--- src/rtl/int2float_s.sv ---
// int2float_s: three-step integer to IEEE-754 binary32 converter for the
// FCVT.S.W / FCVT.S.WU path. A captured operand is turned into a magnitude,
// normalized through Normal32u, then rounded to 24 significant bits under
// the RISC-V rounding mode and packed with its inexact flag.

// Normal32u: reports how far its input must be shifted left so that the
// most significant set bit lands in bit 31. A zero input reports 0; the
// caller flags the zero case separately.
module Normal32u (
    input  logic [31:0] i_a,
    output logic [4:0]  o_left_sh   // leftSh
);

    // Priority search: the highest set bit wins because it is visited last.
    always_comb begin
        o_left_sh = 5'd0;
        for (int i = 0; i < 32; i++) begin
            if (i_a[i]) begin
                o_left_sh = 5'(31 - i);
            end
        end
    end

endmodule

module int2float_s (
    input  logic        clk,
    input  logic        rstlow,
    input  logic        start,
    input  logic [31:0] a,
    input  logic        signed_op,
    input  logic [2:0]  rm,
    output logic        busy,
    output logic        done,
    output logic [31:0] result,
    output logic        nx
);

    typedef enum logic [1:0] {
        S_IDLE  = 2'd0,
        S_NORM  = 2'd1,
        S_ROUND = 2'd2,
        S_DONE  = 2'd3
    } state_t;

    localparam logic [2:0] RM_RNE = 3'b000;
    localparam logic [2:0] RM_RTZ = 3'b001;
    localparam logic [2:0] RM_RDN = 3'b010;
    localparam logic [2:0] RM_RUP = 3'b011;
    localparam logic [2:0] RM_RMM = 3'b100;

    state_t      r_state;
    state_t      w_state_next;

    // Operands captured at the accepting edge.
    logic [31:0] r_a;
    logic        r_signed_op;
    logic [2:0]  r_rm;

    // Normalized value, bit 31 dropped: it is always 1 for a nonzero operand.
    logic [30:0] r_norm;
    logic [7:0]  r_exp;
    logic        r_zero;
    logic        r_sign;

    logic [31:0] r_result;
    logic        r_nx;

    logic        w_accept;
    logic        w_sign;
    logic [31:0] w_mag;
    logic [4:0]  w_lz;
    logic [22:0] w_frac;
    logic        w_lsb;
    logic        w_g;
    logic        w_s;
    logic        w_up;
    logic [30:0] w_sum;

    assign w_accept = start && ((r_state == S_IDLE) || (r_state == S_DONE));

    // The most negative signed operand negates to itself, which read as
    // unsigned is exactly the wanted magnitude 2^31.
    assign w_sign = r_signed_op & r_a[31];
    assign w_mag  = w_sign ? (~r_a + 32'd1) : r_a;

    Normal32u u_normal32u (
        .i_a       (w_mag),
        .o_left_sh (w_lz)
    );

    // Rounding fields: 23 stored fraction bits, then guard and sticky.
    assign w_frac = r_norm[30:8];
    assign w_lsb  = r_norm[8];
    assign w_g    = r_norm[7];
    assign w_s    = |r_norm[6:0];

    // Round-up decision per rounding mode; reserved encodings fall to RNE.
    always_comb begin
        w_up = 1'b0;
        case (r_rm)
            RM_RNE:  w_up = w_g & (w_s | w_lsb);
            RM_RTZ:  w_up = 1'b0;
            RM_RDN:  w_up = r_sign & (w_g | w_s);
            RM_RUP:  w_up = ~r_sign & (w_g | w_s);
            RM_RMM:  w_up = w_g;
            default: w_up = w_g & (w_s | w_lsb);
        endcase
    end

    // Exponent and fraction added as one field so a fraction carry bumps
    // the exponent; the largest exponent is 159, so no overflow exists.
    assign w_sum = {r_exp, w_frac} + {30'd0, w_up};

    // Next-state logic for the IDLE -> NORM -> ROUND -> DONE sequence.
    always_comb begin
        w_state_next = r_state;
        case (r_state)
            S_IDLE:  if (start) w_state_next = S_NORM;
            S_NORM:  w_state_next = S_ROUND;
            S_ROUND: w_state_next = S_DONE;
            S_DONE:  w_state_next = start ? S_NORM : S_IDLE;
            default: w_state_next = S_IDLE;
        endcase
    end

    // State register.
    always_ff @(posedge clk or negedge rstlow) begin
        if (!rstlow) begin
            r_state <= S_IDLE;
        end else begin
            r_state <= w_state_next;
        end
    end

    // Operand capture on an accepted start only; starts while busy are dropped.
    always_ff @(posedge clk or negedge rstlow) begin
        if (!rstlow) begin
            r_a         <= 32'd0;
            r_signed_op <= 1'b0;
            r_rm        <= 3'd0;
        end else if (w_accept) begin
            r_a         <= a;
            r_signed_op <= signed_op;
            r_rm        <= rm;
        end
    end

    // Normalization stage: left-justify the magnitude and derive the exponent.
    always_ff @(posedge clk or negedge rstlow) begin
        if (!rstlow) begin
            r_norm <= 31'd0;
            r_exp  <= 8'd0;
            r_zero <= 1'b0;
            r_sign <= 1'b0;
        end else if (r_state == S_NORM) begin
            r_norm <= 31'(w_mag << w_lz);
            r_exp  <= 8'd158 - {3'd0, w_lz};
            r_zero <= (w_mag == 32'd0);
            r_sign <= w_sign;
        end
    end

    // Result register, updated only on the edge that enters DONE.
    always_ff @(posedge clk or negedge rstlow) begin
        if (!rstlow) begin
            r_result <= 32'd0;
            r_nx     <= 1'b0;
        end else if (r_state == S_ROUND) begin
            if (r_zero) begin
                r_result <= 32'd0;
                r_nx     <= 1'b0;
            end else begin
                r_result <= {r_sign, w_sum};
                r_nx     <= w_g | w_s;
            end
        end
    end

    assign busy   = (r_state == S_NORM) || (r_state == S_ROUND);
    assign done   = (r_state == S_DONE);
    assign result = r_result;
    assign nx     = r_nx;

endmodule

--- config.mk ---
export PLATFORM = sky130hd
export DESIGN_NAME = int2float_s
export DESIGN_NICKNAME = d
export VERILOG_FILES = /design/src/rtl/int2float_s.sv
export SDC_FILE = /design/constraint.sdc
export NUM_CORES = 1
export LEC_CHECK = 0
export CORE_ASPECT_RATIO = 1.25
export CORE_MARGIN = 10
export CORE_UTILIZATION = 61
export CTS_BUF_LIST = sky130_fd_sc_hd__clkbuf_8
export DETAILED_ROUTE_END_ITERATION = 16
export PLACE_DENSITY = 0.95
export SYNTH_ARGS = -nofsm -noshare
export SYNTH_HDL_FRONTEND = slang
export SYNTH_SLANG_ARGS = --single-unit
--- constraint.sdc ---
create_clock -name clk -period 4.85 [get_ports clk]
set_clock_uncertainty 0.05 [all_clocks]
set_input_delay 0.7275 -clock clk [delete_from_list [all_inputs] [get_ports clk]]
set_output_delay 0.7275 -clock clk [all_outputs]
set_load 0.01 [all_outputs]
==> results.txt <==
----------------------------------------------------
[Status]
  Status ... finished, final reports clean

[Synthesis]
  Synth area leaders ... sky130_fd_sc_hd__dfrtp_1 31%, sky130_fd_sc_hd__mux2_2 4.5%, sky130_fd_sc_hd__nand3_1 3.5%
  Count of synthesis-stage warnings from yosys ... 0
  Register bit count reported by yosys ... around 110
  Top cell type by total area after synthesis ... sky130_fd_sc_hd__dfrtp_1
  Most used standard cells in the synthesized netlist ... 112 x sky130_fd_sc_hd__dfrtp_1, 84 x sky130_fd_sc_hd__nand2_1, 63 x sky130_fd_sc_hd__nand3_1
  Top FF cell, synth ... sky130_fd_sc_hd__dfrtp_1
  Mean Syn Cell Area ... around 8.6 sq um
  Most numerous cell in the Yosys netlist ... sky130_fd_sc_hd__dfrtp_1
  Area share of the largest cell type after synthesis ... between 30 and 40%
  EDFF count, synth ... 0
  Cell area after synthesis ... 8950 sq um
  Net count after synthesis ... between 1000 and 1500
  Cells after synthesis ... 1038
  Distinct cells, synth ... 95
  Fraction of registers with async set or reset after synthesis ... 100%
  Sequential element share of the synthesized area ... approximately 31%

[Die]
  Height of the die ... 155 microns
  Initial core utilization ... 62.1%
  Die ar. ... 20000 sq um
  Num rows ... a little under 50
  I/O pin total ... 74
  Core footprint ... between 10000 and 15000 sq um
  Overall die width ... around 130 microns

[GRT]
  First-pass GRT wire length ... about 45000 microns
  GRT Util Overall ... between 20% and 30%
  Total overflow reported by the global router ... 0
  Initial antenna violation count ... 1
  Largest net degree at the start of global routing ... 67
  Number of global-route vias before repair ... ~8600

[STA]
  Max_slew headroom ... between 20% and 30%
  Total count of max-transition violations in the final report ... 0
  Clock period minus worst slack ... ~4600 ps
  Worst-Margin Slew ... between 1000 and 1500 ps
  Unrepaired setup endpoints after global routing ... no
  Number of setup violations in the final report ... 0
  Peak Freq ... around 220 MHz
  Final hold violation count ... 0
  Total Negative Setup Slacks ... 0 ps
  Part of the cycle the worst path needs ... around 96%

[Setup path]
  R2R Path End ... r_norm[26]
  Worst R2R Setup Slack ... around 210 ps
  Maximum fanout count along the critical path ... 13
  Crit path DAT ... between 4000 and 5000 ps
  Critical path endpoint category ... register
  Number of cells on the worst reg-to-reg path ... 10
  Kind of start point of the critical path ... register
  Critical Setup Path Class ... reg2reg
  Critical path required time ... 5120 ps
  Critical R2R Launch ... r_a[5]

[Clock network]
  Clock buffers created by TritonCTS ... 9
  Maximum clock path buffer count ... 2
  Clock H-tree levels ... 3
  Setup repair bufs after CTS ... 0
  Clock-pin slew on the worst setup and hold paths ... approximately 120 ps
  Clock latency at the later pin of the worst-skew pair ... ~400 ps
  Cell at the root of the clock tree ... sky130_fd_sc_hd__clkbuf_8
  Number of buffers inserted by hold repair at cts ... 0
  Post-cts resize count ... 0
  CTS tree ... done
  Total clock sinks ... roughly 110

[Route]
  Initial DRT Pass Iterations ... 7
  Via total after detailed routing ... 8928
  Detailed Route Iter0 Violations ... roughly 860
  Post-DR vias/cell ... around 7
  DRC violations left ... 0
  Routed WL ... approximately 28000 microns
  Residual antenna-violating net count after detailed routing ... 0
  Wire length per cell ... 21.9 microns

[Cells and area]
  Filler Cell Count ... 1145
  Antenna Diode Count ... 0
  Number of nets in the layout ... approximately 1100
  Layout overhead on the synthesized area ... 13.7%
  Share of post-route cells with drive strength above 1 ... approximately 15%

[Placement]
  Gp weighted congestion ... approximately 1.1
  Placed wire-length estimate after detailed placement ... 21400 microns
  Port Buffers ... 73

[Job]
  Max-capacitance violation count ... 0

[Worst hold path]
  Hold Path Class ... in2async

----------------------------------------------------
[cells by family (layout without fill, tap and decap cells)]
| group | count (synthesis) | in the layout | synth area share, % |
|---|---|---|---|
| adder cells (fa/ha/maj) | 10 | 10 | 1.40 |
| AO/OA/AOI/OAI | 332 | 332 | 27.3 |
| XOR/XNOR | 64 | 64 | 6.26 |
| AND/OR/NAND/NOR | 361 | 361 | 22.0 |
| flip-flops | 112 | 112 | 31.3 |
| multiplexers | 49 | 49 | 6.07 |
| buffers and inverters | 110 | 171 | 5.65 |
[metrics by stage]
stage          std cells  instance area [sq um]  hold slack [ps]  util [%]  setup slack (ps)
3_5_place_dp        1261                   9940              418      69.0               224
3_3_place_gp        1261                   9940              412      69.0               238
6_report            1277                  10200             59.2      70.6               207
4_1_cts             1277                  10200             54.2      70.5               213
5_1_grt             1277                  10200             53.3      70.6              33.2
2_1_floorplan       1038                   8950              382         -               891
[cells in the final DEF, fill, tap and decap left out, types with 19 or more instances in the layout]
master / Yosys / routed
sky130_fd_sc_hd__o21ai_1: 19 / 19
sky130_fd_sc_hd__clkdlybuf4s50_1: 0 / 72
sky130_fd_sc_hd__nor2_1: 50 / 49
sky130_fd_sc_hd__xor2_1: 29 / 29
sky130_fd_sc_hd__o2bb2ai_1: 27 / 27
sky130_fd_sc_hd__dfrtp_1: 112 / 112
sky130_fd_sc_hd__xnor2_1: 35 / 35
sky130_fd_sc_hd__mux2_2: 36 / 36
sky130_fd_sc_hd__nand2_1: 84 / 84
sky130_fd_sc_hd__buf_4: 5 / 56
sky130_fd_sc_hd__nand3_1: 63 / 63
sky130_fd_sc_hd__a21oi_1: 38 / 38
sky130_fd_sc_hd__nor3_1: 30 / 30
sky130_fd_sc_hd__o31ai_1: 26 / 26
sky130_fd_sc_hd__o211ai_1: 36 / 36
sky130_fd_sc_hd__inv_1: 23 / 25
sky130_fd_sc_hd__o21ai_0: 57 / 57
[final cells by class]
| cell class | instances | area [sq um] | area share [%] |
|---|---|---|---|
| multi-input cells | 816 | 5670 | 55.7 |
| repair buffers | 129 | 1160 | 11.4 |
| well taps | 178 | 223 | 2.19 |
| inverters | 26 | 98.8 | 0.971 |
| flip-flops and latches | 112 | 2800 | 27.5 |
| clock buffers | 9 | 124 | 1.22 |
| clock inverters | 7 | 95.1 | 0.934 |
[sequential cells by signal, indices dropped and copies added, names as in the netlist, 2 cells and up]
signal	count
r_a	32
r_exp	8
r_norm	31
r_rm	3
r_state	2
result	32
[worst max path at each step]
stage | from | to | cells past startpoint
final | r_a[5] | r_norm[26] | 10
after global routing | r_a[1] | r_norm[14] | 13
after CTS | r_a[5] | r_norm[14] | 12
after detailed placement | r_a[5] | r_norm[14] | 12
after global placement | r_a[1] | r_norm[14] | 13
after floorplan | r_a[0] | r_exp[2] | 16
[layer usage]
layer | share of wire, % | wire [microns] | track usage, % | vias up
met5 | 0.071 | 20 | 0 | -
met4 | 6.0 | 1680 | 16.6 | 2
met3 | 6.3 | 1760 | 3.91 | 114
met2 | 49 | 13700 | 46.8 | 461
met1 | 39 | 10900 | 32.7 | 4283
li1 | - | - | - | 4068
[worst max-delay path: stages, from the launching register on]
cell and delay, ps:
sky130_fd_sc_hd__dfrtp_1 470, sky130_fd_sc_hd__or4_1 790, sky130_fd_sc_hd__nor3_1 520, sky130_fd_sc_hd__mux2i_1 150
sky130_fd_sc_hd__o22ai_1 420, sky130_fd_sc_hd__nor4_2 110, sky130_fd_sc_hd__nor2b_1 180, sky130_fd_sc_hd__o31ai_1 820
sky130_fd_sc_hd__nand2_1 580, sky130_fd_sc_hd__a211o_1 390, sky130_fd_sc_hd__o2111ai_1 80
Power is left out: the tool's default activity adds up to more than one toggle a clock period on the data nets, which glitch-free logic cannot reach.
